## src/rtl/regfile_read_port.sv

```systemverilog
// regfile_read_port
// Read side of the register file. It serves single registered reads with a
// one-cycle latency, and a scan mode that streams every register out, one
// per cycle, for debug and dump logic.
// Optional build macro: ZERO_REG_EN. When it is defined, index 0 always reads
// as zero, for both single reads and scans.
module regfile_read_port #(
    parameter int WORD_LENGTH = 32,
    parameter int NUM_REGS    = 32,
    parameter int NBITS       = 5
) (
    input  logic                            clk,
    input  logic                            reset,
    input  logic [NUM_REGS*WORD_LENGTH-1:0] Reg_Data,
    input  logic                            Read_Req,
    input  logic [NBITS-1:0]                Read_Addr,
    input  logic                            Scan_Start,
    output logic [WORD_LENGTH-1:0]          Read_Data,
    output logic [NBITS-1:0]                Read_Addr_Out,
    output logic                            Read_Valid,
    output logic                            Busy,
    output logic                            Scan_Done
);

    localparam int ADDR_SPACE = 1 << NBITS;
    localparam logic [NBITS-1:0] LAST_IDX = NBITS'(NUM_REGS - 1);

    typedef enum logic {
        IDLE = 1'b0,
        SCAN = 1'b1
    } state_t;

    // FSM and output registers.
    state_t                 r_state;
    logic [NBITS-1:0]       r_cnt;
    logic [WORD_LENGTH-1:0] r_read_data;
    logic [NBITS-1:0]       r_read_addr_out;
    logic                   r_read_valid;
    logic                   r_busy;
    logic                   r_scan_done;

    // Next-state values from the combinational process.
    state_t                 w_state_next;
    logic [NBITS-1:0]       w_cnt_next;
    logic [WORD_LENGTH-1:0] w_read_data_next;
    logic [NBITS-1:0]       w_read_addr_out_next;
    logic                   w_read_valid_next;
    logic                   w_busy_next;
    logic                   w_scan_done_next;

    // The flattened bus is unpacked over the whole address space. Indices at
    // or above NUM_REGS are tied to zero, so an out-of-range address reads 0
    // without a separate range comparator.
    logic [WORD_LENGTH-1:0] w_words [0:ADDR_SPACE-1];

    genvar gi;
    generate
        for (gi = 0; gi < ADDR_SPACE; gi++) begin : g_word
            if (gi >= NUM_REGS) begin : g_out_of_range
                assign w_words[gi] = '0;
            end else if (gi == 0) begin : g_index0
`ifdef ZERO_REG_EN
                // Register 0 is hard-wired to zero; its bus bits are not used.
                logic w_unused_word0;
                assign w_unused_word0 = ^Reg_Data[WORD_LENGTH-1:0];
                assign w_words[gi]    = '0;
`else
                assign w_words[gi] = Reg_Data[WORD_LENGTH-1:0];
`endif
            end else begin : g_in_range
                assign w_words[gi] = Reg_Data[gi*WORD_LENGTH +: WORD_LENGTH];
            end
        end
    endgenerate

    // Next state and outputs. Single reads complete in IDLE. SCAN walks the
    // counter and then spends one final cycle with Scan_Done already
    // registered, which drops Busy and returns to IDLE.
    always_comb begin
        w_state_next         = r_state;
        w_cnt_next           = r_cnt;
        w_read_data_next     = r_read_data;
        w_read_addr_out_next = r_read_addr_out;
        w_read_valid_next    = 1'b0;
        w_busy_next          = r_busy;
        w_scan_done_next     = 1'b0;

        unique case (r_state)
            IDLE: begin
                if (Read_Req) begin
                    // A read takes priority. A simultaneous Scan_Start is dropped.
                    w_read_data_next     = w_words[Read_Addr];
                    w_read_addr_out_next = Read_Addr;
                    w_read_valid_next    = 1'b1;
                end else if (Scan_Start) begin
                    w_state_next = SCAN;
                    w_cnt_next   = '0;
                    w_busy_next  = 1'b1;
                end
            end
            SCAN: begin
                if (r_scan_done) begin
                    // The last word went out on the previous edge.
                    w_state_next = IDLE;
                    w_busy_next  = 1'b0;
                end else begin
                    w_read_data_next     = w_words[r_cnt];
                    w_read_addr_out_next = r_cnt;
                    w_read_valid_next    = 1'b1;
                    if (r_cnt == LAST_IDX) begin
                        // Hold the counter here. It never wraps.
                        w_scan_done_next = 1'b1;
                    end else begin
                        w_cnt_next = r_cnt + 1'b1;
                    end
                end
            end
            default: begin
                w_state_next = IDLE;
                w_busy_next  = 1'b0;
            end
        endcase
    end

    // Register update with synchronous active-low reset. Reset also aborts
    // any scan that is in progress.
    always_ff @(posedge clk) begin
        if (!reset) begin
            r_state         <= IDLE;
            r_cnt           <= '0;
            r_read_data     <= '0;
            r_read_addr_out <= '0;
            r_read_valid    <= 1'b0;
            r_busy          <= 1'b0;
            r_scan_done     <= 1'b0;
        end else begin
            r_state         <= w_state_next;
            r_cnt           <= w_cnt_next;
            r_read_data     <= w_read_data_next;
            r_read_addr_out <= w_read_addr_out_next;
            r_read_valid    <= w_read_valid_next;
            r_busy          <= w_busy_next;
            r_scan_done     <= w_scan_done_next;
        end
    end

    assign Read_Data     = r_read_data;
    assign Read_Addr_Out = r_read_addr_out;
    assign Read_Valid    = r_read_valid;
    assign Busy          = r_busy;
    assign Scan_Done     = r_scan_done;

endmodule

```

## config.mk

```make
export PLATFORM = sky130hd
export DESIGN_NAME = regfile_read_port
export DESIGN_NICKNAME = d
export VERILOG_FILES = /design/src/rtl/regfile_read_port.sv
export SDC_FILE = /design/constraint.sdc
export NUM_CORES = 1
export LEC_CHECK = 0
export ABC_CLOCK_PERIOD_IN_PS = 3850
export CAP_MARGIN = 20
export CORE_AREA = 2 2 416 418
export DETAILED_ROUTE_END_ITERATION = 7
export DIE_AREA = 0 0 418 420
export HOLD_SLACK_MARGIN = 0.15
export PLACE_DENSITY = 0.3
export SLEW_MARGIN = 0
export SYNTH_ARGS = -nofsm -noshare
export SYNTH_HDL_FRONTEND = slang
export SYNTH_SLANG_ARGS = --single-unit
```

## constraint.sdc

```tcl
create_clock -name clk -period 3.85 [get_ports clk]
set_input_delay 0.5775 -clock clk [delete_from_list [all_inputs] [get_ports clk]]
set_output_delay 0.5775 -clock clk [all_outputs]
set_load 0.01 [all_outputs]
```

# Word-level counts from Yosys, hierarchy flattened
# Cells that the tools add are included.
# Widths: inputs -> output; s select.
[totals]
latchBits = 0
output_inout_bits = 40
regBits = 46
memories = 0
input_bits = 1033
ram_bits = 0
romBits = 0
word_cells = 53
[op_classes]
bitwise_logic = 4
order_cmp = 2
eq_ne = 7
n_div = 0
n_mul = 0
n_shift = 0
addsub = 1
n_reduce_logical = 4
mux = 28
[ops]
columns = ["operator", "n"]
rows = [
  ["$bmux 32 s5", 2],
  ["$mux 32", 6],
  ["$pmux 32 s2", 1],
  ["$mux 5", 6],
  ["$pmux 5 s2", 2],
  ["$ge 6x6->1 const B", 2],
  ["$not 5->6", 2],
  ["$ne 2x2->1 const B", 5],
  ["$mux 1", 8],
  ["$pmux 1 s2", 3],
  ["$add 5x1->5 const B", 1],
  ["$eq 5x5->1 const B", 1],
  ["$reduce_and 4->1", 1],
  ["$reduce_and 3->1", 1],
  ["$reduce_or 3->1", 1],
  ["$ne 2x1->1 const B", 1],
  ["$not 1->1", 2],
  ["$reduce_and 2->1", 1],
]

# Logic depth before layout (Yosys ltp)
[logic_depth]
ltp_word = 6
depth_mapped = 10

# Worst setup path after synthesis
# OpenSTA, ideal clock, no wires.
[synth_timing]
kind = "input-to-reg"
startpoint = "input port Read_Addr[2]"
endpoint = "register r_read_data[0] (netlist: Read_Data[0])"
setup_slack_ps = 1528
setup_time_ps = 120
path_buffers = 3
arrival_ps = 2202
path_stages = 7
t_required_ps = 3730
cell_sequence = "buf_4 buf_2 clkbuf_1 mux4_2 a221oi_2 o22ai_1 o31a_1"
[synth_between]
elab_chain_cells = 6
[synth_rtl]
columns = ["item", "line_no", "rtl"]
rows = [
  ["start: declaration", "16", "input logic [NBITS-1:0] Read_Addr,"],
  ["$not 5->6 (not written as such)", "92", "w_read_data_next = w_words[Read_Addr];"],
  ["$bmux 32 s5", "92", ""],
  ["$mux 32 (not written as such) (2 in series)", "92", ""],
  ["$mux 32", "90", "if (Read_Req) begin"],
  ["$pmux 32 s2", "88", "unique case (r_state)"],
  ["end signal: assignment", "139", "r_read_data <= w_read_data_next;"],
  ["end: declaration", "36", "logic [WORD_LENGTH-1:0] r_read_data;"],
]
# No other way between the ends. The select of a mux whose other input is x is not followed.
# A chain may end at the register's enable or synchronous reset.

# Final worst setup path
[layout_timing]
startpoint = "input port Read_Addr[0]"
endpoint = "register r_read_data[28] (netlist: Read_Data[28])"
# The elaborated chain is that of the path after synthesis.

==> run metrics <==
first-pass GRT wire length=237.6 mm; Core Area=171000 um2; Synth area leaders=mux4_2 48%, mux2i_1 13%, dfxtp_1 5.0%; htree depth=2; RSZ-0062 raised after global routing=false; Total GRT Usage=20.25%; post-synth top area share=47.97%; Worst Hold Class=reg2reg; Initial DRT Pass Iterations=5; FF-to-FF path depth=8; Post-synth top cells=394 x mux4_2, 234 x mux2i_1, 98 x clkbuf_1; vias in the first global route=23569; syn_area_per_cell=11.20 um2; Arrival @ worst endpoint=3.24 ns; DIE WIDTH=418 um; hold_sp=Read_Addr_Out[4]; distinct cell type count after synthesis=62; Max IR drop VDD=0.1902 mV; Max-Cap Viols=0; fmax=333.5 MHz; slew margin rel.=31.94%; Post-synth EDFFs=0; Worst Max-Slew Pin Slew=1.020 ns; Psw=2.157 mW; final setup fails=0; data required time of the critical path=4.09 ns; port bufs=1072; Synth Instances=1651; final net count=3672; syn_nets=2686; pin count of the biggest net entering global routing=57; static leakage=10.37 nW; Vias per Instance=4.533; grt total ovfl=0; number of synthesized register bits=46; Post-Syn Area=18500 um2; worst hold margin=0.5143 ns; die height=420 um; endpoints failing hold=0; Clock Skew=0.02158 ns; global routing's busiest layer=met2; non-filler cells in the finished layout=4907; via count=22243; WL per Instance=37.79 um; most used flip-flop cell after synthesis=dfxtp_1; min Tclk post-route=2.998 ns; most common cell in the netlist=mux4_2; root buf cell=clkbuf_16; total power=5.134 mW; # hold bufs at CTS=0; CTS Sinks=46; Setup Fix Bufs, Post-CTS=0; clk_lat worst skew=0.38 ns; Clk pin slew, worst setup/hold paths=0.11 ns; Die ar.=175600 um2; CTS buffer count=5; Crit. End Element=register; Reg-to-Reg Start=r_cnt[0]; Routed Antenna Nets=0; Worst Hold Depth=2; Max clock buf depth=2; sw frac=42.00%; status=finished clean; Iteration-0 DRC Markers=1851; Seq/Total Area, Yosys=4.979%; Comb pwr share=75.2%; Placer Congestion=0.8973; Power Dens Cells=159.1 nW/um2; fin crit share=77.88%; crit start category=primary input; met1 Use GR=24.82%; TritonCTS clock tree=yes; met2 usage=36.59%; crit path max fanout=21; # DRC=0; post-CTS resize count=0; crit path kind=in2reg; cell taking the most area after synthesis=mux4_2; Reg power frac=11.5%; num ports=1073; starting density of the core=10.82%; Synth async-reset ratio=0%; power share of the clock group=13.3%; Internal=2.978 mW; Setup crit start=Read_Addr[0]; max-slew violations=0; Fillers=18780; Total Wirelength=185.4 mm; Warnings, synthesis=0; DP Wirelength=157.7 mm; Layout area overhead=74.49%; M3 GR Usage=3.162%; row cnt=152; initial antenna violation count=86; Placed Instances=4863; Fin Setup TNS=0 ns; share of cells above drive strength 1=22.93%
==> cell usage in the layout (no fill, tap or decap), types with 11 or more instances in the layout <==
cell type,n
a211oi_1,23
a21oi_1,66
a221o_1,40
a221oi_1,28
a22o_1,35
a22oi_1,78
a31oi_1,13
and3_1,14
buf_12,25
buf_4,96
clkdlybuf4s50_1,1066
dfxtp_1,42
diode_2,36
mux2_2,35
mux2i_1,234
mux4_2,394
nand2_1,78
nand2b_1,13
nand3_1,20
nor2_1,59
nor3_1,13
nor4_1,11
o21ai_0,72
o22ai_1,39
o31ai_1,12
==> flip-flops by register name (all words and copies together), names as in the netlist <==
name / flops
Read_Valid: 1
r_cnt: 5
Scan_Done: 1
r_state: 1
Read_Addr_Out: 5
Busy: 1
Read_Data: 32
==> final timing paths <==
| kind | end | slack [ns] |
|---|---|---|
| worst min register to register | Read_Addr_Out[4] | 0.51 |
| worst max-delay path | Read_Data[28] | 0.85 |
| worst max register to register | Read_Data[14] | 0.98 |
| worst min-delay path | Read_Addr_Out[4] | 0.51 |
==> power by group through the flow <==
stage | combinational (mW) | clock (mW) | sequential, mW
final | 3.86 | 0.681 | 0.590
after global routing | 4.05 | 0.731 | 0.599
after CTS | 3.90 | 0.738 | 0.592
after detailed placement | 3.88 | 0 | 0.603
after global placement | 3.90 | 0 | 0.604
after floorplan | 1.68 | 0 | 0.589
==> critical path: stages <==
cell	delay (ns)
buf_8	0.28
buf_12	0.26
buf_4	0.32
mux4_2	0.56
nand2b_1	0.27
a211oi_1	0.68
a21oi_1	0.13
==> kinds of logic (layout without fill, tap and decap cells) <==
family | count (synthesis) | in the layout | synth area share, %
flip-flops | 46 | 46 | 4.979
AO/OA/AOI/OAI | 459 | 459 | 17.91
AND/OR/NAND/NOR | 252 | 252 | 6.555
other | 0 | 36 | 0
multiplexers | 664 | 664 | 62.83
XOR/XNOR | 2 | 2 | 0.09472
buffers and inverters | 226 | 1213 | 7.495
adder cells (fa/ha/maj) | 2 | 2 | 0.1353
==> area by class of cell <==
| cell class | count | area [um2] | share of cell area (%) |
|---|---|---|---|
| diodes | 36 | 90.09 | 0.2791 |
| clock buffers | 6 | 128.9 | 0.3993 |
| clock inverters | 2 | 36.28 | 0.1124 |
| inverters | 13 | 50.05 | 0.1551 |
| multi-input cells | 1379 | 16300 | 50.51 |
| flip-flops and latches | 46 | 933.4 | 2.892 |
| well taps | 2233 | 2794 | 8.657 |
| repair buffers | 1192 | 11940 | 37.00 |
==> routing by layer <==
metal	up-vias	part of all wire (%)
li1	9215	-
met1	11804	40
met2	1010	52
met3	180	5.3
met4	34	2.5
met5	-	0.12
==> per-stage QoR <==
| stage | area (um2) | utilization [%] | setup slack, ns |
|---|---|---|---|
| after global routing | 32250 | 18.86 | 0.8126 |
| after CTS | 32180 | 18.82 | 0.8623 |
| after detailed placement | 32020 | 18.73 | 0.4316 |
| after global placement | 32020 | 18.73 | 0.4657 |
| after floorplan | 18500 | - | 1.528 |
| final | 32270 | 18.88 | 0.8518 |
Note: power is estimated with default switching activity, not from simulation.
